`config.mk`:
```
export PLATFORM = sky130hd
export DESIGN_NAME = alu_core
export DESIGN_NICKNAME = d
export VERILOG_FILES = /design/src/rtl/alu_core.sv
export SDC_FILE = /design/constraint.sdc
export NUM_CORES = 1
export LEC_CHECK = 0
export CORE_ASPECT_RATIO = 0.9
export CORE_MARGIN = 4
export CORE_UTILIZATION = 43
export CTS_BUF_LIST = sky130_fd_sc_hd__clkbuf_4 sky130_fd_sc_hd__clkbuf_8 sky130_fd_sc_hd__clkbuf_16
export CTS_CLUSTER_DIAMETER = 150
export DETAILED_ROUTE_END_ITERATION = 6
export PLACE_DENSITY_LB_ADDON = 0.1
export SETUP_SLACK_MARGIN = 0.4
export SLEW_MARGIN = 30
export SYNTH_ARGS = -nofsm -noshare
export SYNTH_HDL_FRONTEND = slang
export SYNTH_SLANG_ARGS = --single-unit
```
`constraint.sdc`:
```
create_clock -name clk -period 5.5 [get_ports clk]
set_input_delay 0.825 -clock clk [delete_from_list [all_inputs] [get_ports clk]]
set_output_delay 0.825 -clock clk [all_outputs]
set_load 0.005 [all_outputs]
```
`src/rtl/alu_core.sv`:
```
// alu_core: 8-bit command ALU (add/and/xor single-cycle, multi-cycle mul) with start/done handshake.
// Optional feature macro: ALU_ILLEGAL_OP_ERR_EN adds an err output that flags illegal opcodes.
module alu_core #(
  parameter int MUL_LATENCY = 3
) (
  input  logic        clk,
  input  logic        reset_n,
  input  logic [7:0]  A,
  input  logic [7:0]  B,
  input  logic [2:0]  op,
  input  logic        start,
`ifdef ALU_ILLEGAL_OP_ERR_EN
  output logic        err,
`endif
  output logic        done,
  output logic [15:0] result
);

  typedef enum logic [1:0] {
    S_IDLE = 2'b00,
    S_EXEC = 2'b01,
    S_MUL  = 2'b10,
    S_DONE = 2'b11
  } state_t;

  localparam logic [2:0] OP_NOP = 3'b000;
  localparam logic [2:0] OP_ADD = 3'b001;
  localparam logic [2:0] OP_AND = 3'b010;
  localparam logic [2:0] OP_XOR = 3'b011;
  localparam logic [2:0] OP_MUL = 3'b100;

  // Counter reloads with latency-1 so the completing edge is capture+MUL_LATENCY.
  localparam logic [2:0] CNT_LOAD = 3'(MUL_LATENCY - 1);

  state_t      r_state;
  state_t      w_state_nxt;
  logic [7:0]  r_a;
  logic [7:0]  r_b;
  logic [2:0]  r_op;
  logic        r_arm;
  logic [2:0]  r_cnt;
  logic        r_done;
  logic [15:0] r_result;
  logic [7:0]  w_a_nxt;
  logic [7:0]  w_b_nxt;
  logic [2:0]  w_op_nxt;
  logic        w_arm_nxt;
  logic [2:0]  w_cnt_nxt;
  logic        w_done_nxt;
  logic [15:0] w_result_nxt;
  logic        w_capture;
`ifdef ALU_ILLEGAL_OP_ERR_EN
  logic        r_err;
  logic        w_err_nxt;
`endif

  function automatic logic [15:0] alu_eval(input logic [2:0] f_op,
                                           input logic [7:0] f_a,
                                           input logic [7:0] f_b);
    logic [15:0] v;
    case (f_op)
      OP_ADD:  v = {7'b0000000, {1'b0, f_a} + {1'b0, f_b}};
      OP_AND:  v = {8'h00, f_a & f_b};
      OP_XOR:  v = {8'h00, f_a ^ f_b};
      OP_MUL:  v = {8'h00, f_a} * {8'h00, f_b};
      default: v = 16'h0000;
    endcase
    return v;
  endfunction

`ifdef ALU_ILLEGAL_OP_ERR_EN
  function automatic logic is_illegal(input logic [2:0] f_op);
    return f_op[2] & (f_op[1:0] != 2'b00);
  endfunction
`endif

  // Next-state, handshake and datapath decisions.
  always_comb begin
    w_state_nxt  = r_state;
    w_a_nxt      = r_a;
    w_b_nxt      = r_b;
    w_op_nxt     = r_op;
    w_arm_nxt    = r_arm | ~start;
    w_cnt_nxt    = r_cnt;
    w_done_nxt   = 1'b0;
    w_result_nxt = r_result;
    w_capture    = 1'b0;
`ifdef ALU_ILLEGAL_OP_ERR_EN
    w_err_nxt    = 1'b0;
`endif
    case (r_state)
      S_IDLE: begin
        if (start && r_arm) begin
          w_capture = 1'b1;
          case (op)
            OP_NOP: begin
              w_state_nxt = S_IDLE;
            end
            OP_ADD, OP_AND, OP_XOR: begin
              w_state_nxt = S_EXEC;
              w_arm_nxt   = 1'b0;
            end
            OP_MUL: begin
              w_state_nxt = S_MUL;
              w_arm_nxt   = 1'b0;
              w_cnt_nxt   = CNT_LOAD;
            end
            default: begin
`ifdef ALU_ILLEGAL_OP_ERR_EN
              w_state_nxt = S_EXEC;
              w_arm_nxt   = 1'b0;
`else
              w_state_nxt = S_IDLE;
`endif
            end
          endcase
        end else begin
          w_capture = 1'b0;
        end
      end
      S_EXEC: begin
        w_state_nxt  = S_DONE;
        w_done_nxt   = 1'b1;
        w_result_nxt = alu_eval(r_op, r_a, r_b);
`ifdef ALU_ILLEGAL_OP_ERR_EN
        w_err_nxt    = is_illegal(r_op);
`endif
      end
      S_MUL: begin
        if (r_cnt == 3'd0) begin
          w_state_nxt  = S_DONE;
          w_done_nxt   = 1'b1;
          w_result_nxt = alu_eval(OP_MUL, r_a, r_b);
        end else begin
          w_cnt_nxt = r_cnt - 3'd1;
        end
      end
      S_DONE: begin
        w_state_nxt = S_IDLE;
      end
      default: begin
        w_state_nxt = S_IDLE;
      end
    endcase
    if (w_capture) begin
      w_a_nxt  = A;
      w_b_nxt  = B;
      w_op_nxt = op;
    end else begin
      w_a_nxt  = w_a_nxt;
    end
  end

  // State register; reset is synchronous and overrides everything.
  always_ff @(posedge clk) begin
    if (!reset_n) begin
      r_state <= S_IDLE;
    end else begin
      r_state <= w_state_nxt;
    end
  end

  // Operand, handshake and output registers.
  always_ff @(posedge clk) begin
    if (!reset_n) begin
      r_a      <= 8'h00;
      r_b      <= 8'h00;
      r_op     <= 3'b000;
      r_arm    <= 1'b1;
      r_cnt    <= 3'd0;
      r_done   <= 1'b0;
      r_result <= 16'h0000;
`ifdef ALU_ILLEGAL_OP_ERR_EN
      r_err    <= 1'b0;
`endif
    end else begin
      r_a      <= w_a_nxt;
      r_b      <= w_b_nxt;
      r_op     <= w_op_nxt;
      r_arm    <= w_arm_nxt;
      r_cnt    <= w_cnt_nxt;
      r_done   <= w_done_nxt;
      r_result <= w_result_nxt;
`ifdef ALU_ILLEGAL_OP_ERR_EN
      r_err    <= w_err_nxt;
`endif
    end
  end

  assign done   = r_done;
  assign result = r_result;
`ifdef ALU_ILLEGAL_OP_ERR_EN
  assign err    = r_err;
`endif

endmodule

```
# ---- Word-level counts from Yosys, hierarchy flattened
# Cells that the tools add are included.
dict set report word_totals {
  register_bits 42
  output_inout_bits 17
  word_cells 58
  input_bits 22
}
dict set report op_classes {
  n_mux 18
  n_mul 1
  add_sub_neg 2
  n_reduce_logical 10
  n_eq_ne 15
  bitwise 4
}
# cell count
set ops {}
lappend ops {{$pmux 16 s4} 1}
lappend ops {{$pmux 16 s2} 1}
lappend ops {{$mul 8x8->16} 1}
lappend ops {{$mux 16} 1}
lappend ops {{$eq 3x2->1 const B} 4}
lappend ops {{$add 8x8->9} 1}
lappend ops {{$mux 3} 3}
lappend ops {{$and 8x8->8} 1}
lappend ops {{$pmux 2 s4} 1}
lappend ops {{$xor 8x8->8} 1}
lappend ops {{$eq 3x1->1 const B} 2}
lappend ops {{$eq 3x3->1 const B} 2}
lappend ops {{$mux 1} 6}
lappend ops {{$ne 2x2->1 const B} 3}
lappend ops {{$pmux 3 s2} 1}
lappend ops {{$eq 2x2->1 const B} 2}
lappend ops {{$mux 2} 2}
lappend ops {{$pmux 2 s2} 1}
lappend ops {{$reduce_and 2->1} 2}
lappend ops {{$reduce_and 4->1} 1}
lappend ops {{$reduce_bool 2->1} 2}
lappend ops {{$reduce_or 4->1} 1}
lappend ops {{$logic_not 3->1} 1}
lappend ops {{$reduce_or 3->1} 1}
lappend ops {{8 further kinds} 8}

# ---- Logic depth before layout (Yosys ltp)
# Gate-level depths: netlist of the first run.
dict set report logic_depth {
  word_depth 5
  mapped_depth 16
  mapped_depth_nobuf 15
}

# ---- Worst setup path before layout of the first run
# No wires, ideal clock.
dict set report synth_path {
  path_kind {register to register}
  start {register r_a[2]}
  end {register r_result[14] (netlist: result[14])}
  stages_incl_launch_ff 14
  path_buffers 0
  synth_period_minus_slack_ps 4417
  setup_ps 115
  path_slack_ps 1083
  t_required_ps 5385
  arrival_ps 4302
  cell_sequence {dfxtp_1 -> and2_1 -> fa_1 -> fa_1 -> fa_1 -> inv_1 -> fa_1 -> inv_1 -> ha_1 -> a211o_1 -> a2111o_1 -> o211a_1 -> or3_1 -> a31o_1}
}
dict set report synth_via {
  elab_chain_cells 3
  elab_cells_between_ends 4
  cone_classes {1 x mul; 3 x mux}
}
# element line
set synth_rtl {}
lappend synth_rtl {{start, declared} 37} ;# logic [7:0] r_a;
lappend synth_rtl {{start signal, assigned} 177} ;# r_a <= w_a_nxt;
lappend synth_rtl {{$mul 8x8->16 *} 65} ;# OP_MUL: v = {8'h00, f_a} * {8'h00, f_b};
lappend synth_rtl {{$pmux 16 s4 or $mux 16 (tied branches)} {61, 130}}
lappend synth_rtl {{$pmux 16 s2 *} 91} ;# case (r_state)
lappend synth_rtl {{end signal, assigned} 183} ;# r_result <= w_result_nxt;
lappend synth_rtl {{end, declared} 43} ;# logic [15:0] r_result;
# Every way passes the cells marked *; elsewhere a longest branch is shown, timed or not. The select of a mux whose other input is x is not followed.
# A chain may end at the register's enable or synchronous reset.

# ---- Final worst setup path of the first run
dict set report layout_path {
  start {register r_b[4]}
  end {register r_result[14] (netlist: result[14])}
}
dict set report layout_via {
  elab_chain_cells 3
  elab_cells_between_ends 4
  cone_classes {1 x mul; 3 x mux}
}
# element line
set layout_rtl {}
lappend layout_rtl {{start, declared} 38} ;# logic [7:0] r_b;
lappend layout_rtl {{start signal, assigned} 178} ;# r_b <= w_b_nxt;
lappend layout_rtl {{$mul 8x8->16 *} 65}
lappend layout_rtl {{$pmux 16 s4 or $mux 16 (tied branches)} {61, 130}}
lappend layout_rtl {{$pmux 16 s2 *} 91}
# Marks and branches as above.

==> reports/metrics.yaml, run 1 <==
outcome:
  status: "completed"
place:
  io_buffer_count: 38
  gp_congestion: 0.890
  dpl.hpwl_um: 9320
logic_synthesis:
  syn_area_um2: 4390
  synth_xor_area_share_pct: 1.79
  synth_adder_area_share_pct: 30.8
  muxShareOfSynthArea_pct: 2.25
  post_synth_inst_count: 520
  yosys.area_share.simple_pct: 21.7
  mappedNetlistNets: 628
  dominantRegCellSynth: "sky130_fd_sc_hd__dfxtp_1"
  synth_cell_types: 62
  synth_top_family_by_area: "adder cells"
  synth-warning-count: 0
  yosys_register_bits: 42
  avgSynthCellArea_um2: 8.45
  asyncSetResetFlopFracSynth_pct: 0
  synth_seq_area_share_pct: 19.1
  synth_edf_count: 0
  synth_compound_area_share_pct: 16.8
critical_path:
  timing.critical_path.slowest_stage_cell: "sky130_fd_sc_hd__fa_1"
  path_common_cell: "sky130_fd_sc_hd__fa_1"
  cp_data_arrival_time_ns: 4.89
  r2r_depth: 13
  critical_path.top_delay_family: "adder cells"
  critPathBufInv: 2
  critPathRequiredTime_ns: 5.68
  worst-path-stages: 13
  start_kind: "flop"
  kind_of_critical_path: "flop to flop"
  critPathMaxStageDelay_ns: 0.53
  crit_path_end_kind: "flop"
  crit_path_max_fanout: 9
  crit_path_cell_trace: "ha_1 > fa_1 > fa_1 > fa_1 > inv_1 > fa_1 > inv_1 > ha_1 > a211o_1 > a2111o_1 > o211a_1 > or3_1 > a31o_1"
sta:
  timing.final.hold_violations: 0
  post-route-min-period_ns: 4.70
  tightestPinTransition_ns: 0.880
  min_period_over_period_pct: 85.5
  achievable-frequency_mhz: 213
  relSlewSlack_pct: 41.1
  slew_violations: 0
  clock_skew_ns: 0.00608
  grt_setup_unrepaired: "false"
  finalSetupViolations: 0
  timing.setup.tns_ns: 0
floorplanning:
  floorplan.initialDensity_pct: 44.7
  core_area_um2: 9830
  floorplan.die_area_um2: 11900
  die_width_um: 115
  die-height_um: 104
  fp-row-count: 34
  design.portCount: 39
clocking:
  cts.hold.buffers_added: 0
  clockRootBuffer: "sky130_fd_sc_hd__clkbuf_16"
  ctsLongestPathBuffers: 2
  cts_num_sinks: 42
  path_clk_slew_ns: 0.06
  ctsHtreeMaxLevel: 2
  tritoncts.num_buffers: 5
  post-cts-setup-buffers: 0
  post_cts_resize_count: 0
  cts_tree: "done"
  clkLatencyLatePin_ns: 0.29
drt:
  firstDrtPassIters: 5
  avgRoutedWirePerCell_um: 17.2
  detail_route.iter0.violations: 273
  routed_via_density: 5.48
  vias_after_detailed_routing: 3707
  remaining_drc_errors: 0
  detail-route-antenna-nets: 0
  drt_wirelength_um: 11600
hold_path:
  hp-class: "flop to flop"
  min_delay_path_depth: 2
cells_and_area:
  antenna_cell_count: 0
  layout_area_overhead_pct: 13.8
  fin_util_pct: 50.9
  top_library_cells_by_usage_in_the_layout_fill_and_taps_aside: "62 x sky130_fd_sc_hd__nand2_1, 58 x sky130_fd_sc_hd__inv_1, 49 x sky130_fd_sc_hd__ha_1"
  commonest_non_fill_non_tap_cell_in_the_layout: "sky130_fd_sc_hd__nand2_1"
  post_route_cells_drive_above_1_share_pct: 4.91
  nNetsFinal: 657
global_route:
  vias_in_the_first_global_route: 3700
  grt_overflow: 0
  grt_usage_pct: 19.9
  grt_start_max_net_pins: 25
  initial_antenna_violation_count: 0
  grt_pass1_wl_um: 19100
power_and_ir_drop:
  static_leakage_power_nw: 2.39
  powerDensity_nw_per_um2: 252
  ir_worst_vdd_uv: 232
run:
  cap_viol_max_count: 0
[power breakdown]
part	internal, mW	leakage [nW]	switching (mW)	total [mW]
clock	0.225	0.0850	0.124	0.348
sequential	0.356	0.343	0.0663	0.422
combinational	0.209	1.96	0.281	0.490
[routing by layer]
metal | wire [um] | global-route usage, %
met5 | 0 | 0
met4 | 157 | 3.90
met3 | 501 | 3.37
met2 | 5230 | 29.7
met1 | 5720 | 30.2
[area by class of cell]
cell class	count	area (um2)
clock buffer	7	140
clock inverter	1	30.0
fill	956	4830
inverter	59	221
multi-input combinational	402	3220
sequential	42	841
tap	126	158
timing repair buffer	39	388
[metrics by stage]
stage / power (mW) / worst slack (ns) / hold slack, ns / cells / area [um2]
after floorplan: 0.750 / 1.08 / 0.461 / 520 / 4390
after global placement: 0.905 / 0.880 / 0.465 / 668 / 4830
after detailed placement: 0.912 / 0.822 / 0.466 / 668 / 4830
after CTS: 1.27 / 0.791 / 0.484 / 676 / 5000
after global routing: 1.36 / 0.549 / 0.507 / 676 / 5000
final: 1.26 / 0.796 / 0.481 / 676 / 5000
[kinds of logic (layout without fill, tap and decap cells)]
family                   count (synthesis)  in the layout
AO/OA/AOI/OAI                          113            113
XOR/XNOR                                 9              9
AND/OR/NAND/NOR                        185            185
adder cells (fa/ha/maj)                 86             86
buffers and inverters                   76            106
multiplexers                             9              9
flip-flops                              42             42
[final timing paths]
path	startpoint	endpoint	slack [ns]
max	r_b[4]$_SDFFE_PN0P_	result[14]$_SDFFE_PN0P_	0.80
min	result[12]$_SDFFE_PN0P_	result[12]$_SDFFE_PN0P_	0.48
max reg2reg	r_b[4]$_SDFFE_PN0P_	result[14]$_SDFFE_PN0P_	0.80
min reg2reg	result[12]$_SDFFE_PN0P_	result[12]$_SDFFE_PN0P_	0.48
[state kept, by name, indices dropped and copies added, names as in the netlist]
register  count
r_state       2
r_b           8
done          1
r_op          3
result       16
r_cnt         3
r_arm         1
r_a           8
[cell usage after synthesis, types with 4 or more instances]
cell,number,area share (%)
sky130_fd_sc_hd__xor2_1,4,0.80
sky130_fd_sc_hd__o21ai_0,22,2.5
sky130_fd_sc_hd__nand2b_1,6,0.85
sky130_fd_sc_hd__a211oi_1,4,0.68
sky130_fd_sc_hd__xnor2_1,5,1.0
sky130_fd_sc_hd__a21oi_1,36,4.1
sky130_fd_sc_hd__nand3_1,12,1.4
sky130_fd_sc_hd__clkbuf_1,12,1.0
sky130_fd_sc_hd__fa_1,37,17
sky130_fd_sc_hd__dfxtp_1,42,19
sky130_fd_sc_hd__a21o_1,4,0.68
sky130_fd_sc_hd__nor3b_1,4,0.68
sky130_fd_sc_hd__inv_1,58,5.0
sky130_fd_sc_hd__o21a_1,6,1.0
sky130_fd_sc_hd__and2_1,45,6.4
sky130_fd_sc_hd__and3_1,8,1.1
sky130_fd_sc_hd__nand2_1,62,5.3
sky130_fd_sc_hd__nand4_1,4,0.57
sky130_fd_sc_hd__ha_1,49,14
sky130_fd_sc_hd__nor2_1,19,1.6
sky130_fd_sc_hd__mux2_2,7,1.8
sky130_fd_sc_hd__a22oi_1,4,0.68
sky130_fd_sc_hd__or2_2,5,0.71
sky130_fd_sc_hd__nor3_1,7,0.80
[worst register-to-register path: cells and delay by family (launching register included)]
kind                     cells  cell delay, ns
AO/OA/AOI/OAI                4            1.04
adder cells (fa/ha/maj)      6            2.67
buffers and inverters        2            0.10
flip-flops                   1            0.48
AND/OR/NAND/NOR              1            0.31
Power figures use the tool's default switching activity.
==> run 2: changes to the inputs <==
--- a/config.mk
+++ b/config.mk
@@ -11,6 +11,7 @@
 export CTS_BUF_LIST = sky130_fd_sc_hd__clkbuf_4 sky130_fd_sc_hd__clkbuf_8 sky130_fd_sc_hd__clkbuf_16
 export CTS_CLUSTER_DIAMETER = 150
 export DETAILED_ROUTE_END_ITERATION = 6
+export HOLD_SLACK_MARGIN = 0.12
 export PLACE_DENSITY_LB_ADDON = 0.1
 export SETUP_SLACK_MARGIN = 0.4
 export SLEW_MARGIN = 30
==> results of run 2 <==
The final DEF is identical to that of run 1; final timing and power are the same.
